**src/rtl/blinken_pkg.sv**
```systemverilog
// Shared encodings for the LED animation engine.
// Holds the mode constants sampled on start and the run/idle state type.
// No logic lives here.
package blinken_pkg;

  localparam logic [1:0] MODE_FILL   = 2'd0;
  localparam logic [1:0] MODE_CHASE  = 2'd1;
  localparam logic [1:0] MODE_BOUNCE = 2'd2;
  localparam logic [1:0] MODE_STATIC = 2'd3;

  typedef enum logic {
    IDLE = 1'b0,
    RUN  = 1'b1
  } state_t;

endpackage

```
**src/rtl/blinken_prescaler.sv**
```systemverilog
// Step-rate prescaler: counts 0..STEP_CYCLES-1 while enabled and flags the last count.
// tick is combinational from the registered count, asserted in the cycle count==STEP_CYCLES-1.
// No backpressure; clear restarts the count so the first tick lands STEP_CYCLES cycles later.
module blinken_prescaler #(
  parameter int STEP_CYCLES = 100_000
) (
  input  logic clock,
  input  logic reset,
  input  logic enable,
  input  logic clear,
  output logic tick
);

  localparam int CW = $clog2(STEP_CYCLES + 1);
  localparam logic [CW-1:0] LAST = CW'(STEP_CYCLES - 1);

  logic [CW-1:0] count;

  assign tick = enable && (count == LAST);

  // Free-run while enabled, wrap on the last count, hold otherwise.
  always_ff @(posedge clock) begin
    if (reset || clear) begin
      count <= '0;
    end else if (enable) begin
      if (count == LAST) count <= '0;
      else               count <= count + 1'b1;
    end
  end

endmodule

```
**src/rtl/blinken_seq.sv**
```systemverilog
// LED animation engine: FILL, CHASE, BOUNCE or STATIC pattern on a WIDTH-bit bank.
// leds/done registered; a step lands STEP_CYCLES cycles after start, then every STEP_CYCLES.
// No backpressure; start overrides everything except reset, stop only acts while running.
module blinken_seq
  import blinken_pkg::*;
#(
  parameter int WIDTH       = 8,
  parameter int STEP_CYCLES = 100_000,
  parameter int AUTO_START  = 1
) (
  input  logic             clock,
  input  logic             reset,
  input  logic             start,
  input  logic             stop,
  input  logic [1:0]       mode,
  input  logic [WIDTH-1:0] pattern,
  output logic [WIDTH-1:0] leds,
  output logic             busy,
  output logic             done
);

  localparam logic [WIDTH-1:0] ONE = {{(WIDTH-1){1'b0}}, 1'b1};

  state_t           state;
  logic [1:0]       run_mode;
  logic             dir_down;
  logic             auto_pend;
  logic             tick;
  logic             go;
  logic [1:0]       go_mode;
  logic [WIDTH-1:0] nxt_leds;
  logic             nxt_down;

  // An explicit start beats the implicit power-on FILL if both land together.
  assign go      = start | auto_pend;
  assign go_mode = start ? mode : MODE_FILL;
  assign busy    = (state == RUN);

  // Remember that reset just released so the first free cycle launches a FILL.
  always_ff @(posedge clock) begin
    if (reset) auto_pend <= (AUTO_START != 0);
    else       auto_pend <= 1'b0;
  end

  blinken_prescaler #(
    .STEP_CYCLES(STEP_CYCLES)
  ) u_prescaler (
    .clock (clock),
    .reset (reset),
    .enable(busy),
    .clear (go | stop),
    .tick  (tick)
  );

  // Next animation frame for the latched mode; only consumed on a tick.
  always_comb begin
    nxt_leds = leds;
    nxt_down = dir_down;
    case (run_mode)
      MODE_FILL:  nxt_leds = {leds[WIDTH-2:0], 1'b1};
      MODE_CHASE: nxt_leds = (leds == '0) ? ONE : {leds[WIDTH-2:0], leds[WIDTH-1]};
      MODE_BOUNCE: begin
        if (leds == '0) begin
          nxt_leds = ONE;
          nxt_down = 1'b0;
        end else if (!dir_down) begin
          nxt_leds = leds << 1;
          if (nxt_leds[WIDTH-1]) nxt_down = 1'b1;
        end else begin
          nxt_leds = leds >> 1;
          if (nxt_leds == ONE) nxt_down = 1'b0;
        end
      end
      default: ;
    endcase
  end

  // Run/idle control with registered LED drive and done pulse.
  always_ff @(posedge clock) begin
    if (reset) begin
      state    <= IDLE;
      leds     <= '0;
      done     <= 1'b0;
      dir_down <= 1'b0;
      run_mode <= MODE_FILL;
    end else begin
      done <= 1'b0;
      if (go) begin
        if (go_mode == MODE_STATIC) begin
          state <= IDLE;
          leds  <= pattern;
          done  <= 1'b1;
        end else begin
          state    <= RUN;
          leds     <= '0;
          dir_down <= 1'b0;
          run_mode <= go_mode;
        end
      end else if (stop && state == RUN) begin
        state <= IDLE;
        leds  <= '0;
      end else if (state == RUN && tick) begin
        if (run_mode == MODE_FILL && (&leds)) begin
          state <= IDLE;
          leds  <= '0;
          done  <= 1'b1;
        end else begin
          leds     <= nxt_leds;
          dir_down <= nxt_down;
        end
      end
    end
  end

endmodule
```
**config.mk**
```make
export PLATFORM = sky130hd
export DESIGN_NAME = blinken_seq
export DESIGN_NICKNAME = d
export VERILOG_FILES = /design/src/rtl/blinken_pkg.sv /design/src/rtl/blinken_prescaler.sv /design/src/rtl/blinken_seq.sv
export SDC_FILE = /design/constraint.sdc
export NUM_CORES = 1
export LEC_CHECK = 0
export CORE_ASPECT_RATIO = 1.5
export CORE_UTILIZATION = 45
export CTS_BUF_LIST = sky130_fd_sc_hd__clkbuf_8
export CTS_CLUSTER_DIAMETER = 50
export DETAILED_ROUTE_END_ITERATION = 8
export DONT_BUFFER_PORTS = 1
export GPL_TIMING_DRIVEN = 0
export PLACE_DENSITY_LB_ADDON = 0.08
export SLEW_MARGIN = 20
export SYNTH_ARGS = -nofsm -noshare
export SYNTH_HDL_FRONTEND = slang
export SYNTH_SLANG_ARGS = --single-unit
```
**constraint.sdc**
```tcl
create_clock -name clock -period 2.9 [get_ports clock]
set_clock_uncertainty 0.05 [all_clocks]
set_input_delay 0.725 -clock clock [delete_from_list [all_inputs] [get_ports clock]]
set_output_delay 0.725 -clock clock [all_outputs]
set_load 0.03 [all_outputs]
```
==> flow_summary_export.csv <==
group,metric,value,unit
cells_and_area,antenna_cells,0,
synthesis,synth_area_leaders,"dfxtp_1 (36%), a211oi_2 (7.2%), nor2_1 (5.6%)",
global_routing,grt_pass1_wl,6486,um
setup_path,worstSetupStartpoint,"leds[5]",
timing,hold_viol_final,0,
timing,rsz0062_at_grt,"false",
synthesis,synth.most_common_cell,"dfxtp_1",
setup_path,worstReg2RegStart,"leds[5]",
die,die_area,4128,um^2
synthesis,mappedNetlistNets,226,
clocking,cts.sink_count,31,
clocking,clock_tree_root,"clkbuf_8",
synthesis,leading_post_synthesis_cells_by_instance_count,"dfxtp_1 (31), nor2_1 (26), nand2_1 (19)",
clocking,cts_setup_buffers,0,
routing,post_drt_via_cell_ratio,5.857,
global_routing,grt_start_max_net_pins,11,
synthesis,synth_top_cell_area_share,35.63,%
setup_path,critPathMaxFanout,8,
routing,via_count,1517,
die,die-height,78.20,um
synthesis,synthesis.area,1742,um^2
clocking,cts_repair_resize_count,0,
global_routing,grt_antenna_before_repair,0,
worst_hold_path,hold_path_startpoint,"reset",
timing,achievable-frequency,425.5,MHz
timing,max_slew_margin,34.11,%
synthesis,synth_register_bits,31,
routing,drt_wl_total,4009,um
global_routing,grt_overflow_total,0,
cells_and_area,layout-area-overhead-vs-synth,8.836,%
power_and_ir_drop,ir_drop,0.4209,mV
global_routing,grtUsageTotal,20.99,%
clocking,cts_htree_levels,2,
placed_design,dpl.hpwl,2994,um
power_and_ir_drop,total_power,0.9162,mW
synthesis,synth_enable_flop_cells,0,
synthesis,postSynthCellCount,208,
timing,tightestPinTransition,0.9800,ns
routing,postRouteAntennaNets,0,
setup_path,worst_path_arrival,2.45,ns
synthesis,post_synth_num_cell_types,40,
placed_design,place_congestion,0.7726,
setup_path,cp-start-kind,"register",
die,initial_util,47.30,%
cells_and_area,drive_gt1_share,12.50,%
timing,fin_crit,2.350,ns
routing,dr.pass1.iters,4,
routing,detailedRoute.firstIterationViolations,36,
synthesis,yosys_warnings,0,
placed_design,port_buffers,0,
die,area_of_the_core_region,3682,um^2
synthesis,synthesis.area_per_instance,8.373,um^2
global_routing,via_count_of_the_first_global_routing_pass,1460,
die,floorplan.rows,27,
clocking,cts-buffers-inserted,5,
clocking,clock_tree_from_tritoncts,"done",
synthesis,synth-async-reset-ratio,0,%
timing,final-max-slew-violation-count,0,
synthesis,postSynth.topFlopCell,"dfxtp_1",
clocking,insertion_delay,0.28,ns
setup_path,endpoint_kind,"register",
clocking,cts.clk_slew.worst_paths,0.07,ns
cells_and_area,nets,233,
worst_hold_path,hold_path_class,"input pin to register",
routing,detail_route.wl_per_cell,15.48,um
die,die-width,52.80,um
power_and_ir_drop,power_per_cell_area,483.3,nW/um^2
timing,timing.final.crit_share,81.03,%
routing,drc,0,
synthesis,post-synth-top-area-cell,"dfxtp_1",
clocking,clockBufferDepth,2,
status,status,"finished, final reports clean",
run,reported_max_cap_violation_count,0,
power_and_ir_drop,p_leak,0.6535,nW
die,io_pins,24,
timing,setup_viol_count_final,0,
synthesis,synth_sequential_area_ratio,35.63,%
setup_path,worstPathRequired,3.00,ns
clocking,holdBufCountCts,0,
setup_path,critical_path_class,"register to register",
timing,tns,0,ns
where the power goes:
| group | leakage, nW | internal [mW] | total [mW] | switching (mW) |
|---|---|---|---|---|
| clock | 0.0557 | 0.213 | 0.370 | 0.157 |
| sequential | 0.252 | 0.436 | 0.468 | 0.0317 |
| combinational | 0.346 | 0.0329 | 0.0789 | 0.0460 |
| total | 0.654 | 0.682 | 0.916 | 0.234 |
cell type report:
class / count / area, um^2
Inverter: 6 / 22.52
Clock inverter: 1 / 3.754
Fill cell: 367 / 1787
Clock buffer: 7 / 96.34
Tap cell: 43 / 53.80
Multi-Input combinational cell: 164 / 1055
Sequential cell: 31 / 620.6
Buffer: 7 / 43.79
metal layers:
metal  GRT usage [%]  part of all wire [%]  up-vias
li1                -                     -      749
met1           21.43                    39      725
met2           39.62                    55       35
met3           4.651                   4.2        8
met4           7.105                   1.7        0
met5               0                     0        -
sequential cells by signal, indices dropped and copies added (netlist names):
name and flops:
auto_pend 1, busy 1, dir_down 1, done 1, leds 8, run_mode 2
u_prescaler.count 17
cell usage in the layout, fill, tap and decap left out, types with 5 or more instances in the layout:
cell	n
nor3_1	13
and3_1	9
clkbuf_8	7
dfxtp_1	31
nand2_1	19
xor2_1	11
nand4_1	8
a211oi_2	10
o21ai_0	8
nor2_1	26
xnor2_1	5
a21oi_1	10
nor2b_1	14
inv_1	7
metrics by stage:
stage	setup WS (ns)	utilization, %	cell area [um^2]	instances	hold WS, ns
after detailed placement	0.5720	48.76	1795	251	0.4648
after global routing	0.4353	51.48	1896	259	0.3993
after global placement	0.5852	48.76	1795	251	0.4440
after floorplan	0.9654	-	1742	208	0.4294
after CTS	0.5445	51.48	1896	259	0.4060
final	0.5500	51.48	1896	259	0.4144
worst paths after layout:
| kind | endpoint | depth (start not counted) | slack, ns |
|---|---|---|---|
| setup / recovery | leds[7] | 5 | 0.55 |
| hold / removal | auto_pend | 0 | 0.41 |
| setup reg to reg | leds[7] | 5 | 0.55 |
| hold reg to reg | run_mode[1] | 2 | 0.48 |
worst max-delay path, stage by stage, from the launching register on:
cell      delay (ns)
dfxtp_1         0.65
nand4_1         0.19
o31ai_1         0.86
nor3_1          0.13
a211oi_2        0.26
a211oi_2        0.06
cells by family (layout without fill, tap and decap cells):
family          Yosys count  count (layout)  share of synthesized area (%)
buf+inv                  13              21                          3.807
xor+xnor                 16              16                          8.046
fa+ha+maj                 4               4                          2.874
simple gates            104             104                          31.46
mux                       1               1                         0.5747
flops                    31              31                          35.63
compound gates           39              39                          17.60
Power figures use the tool's default switching activity.
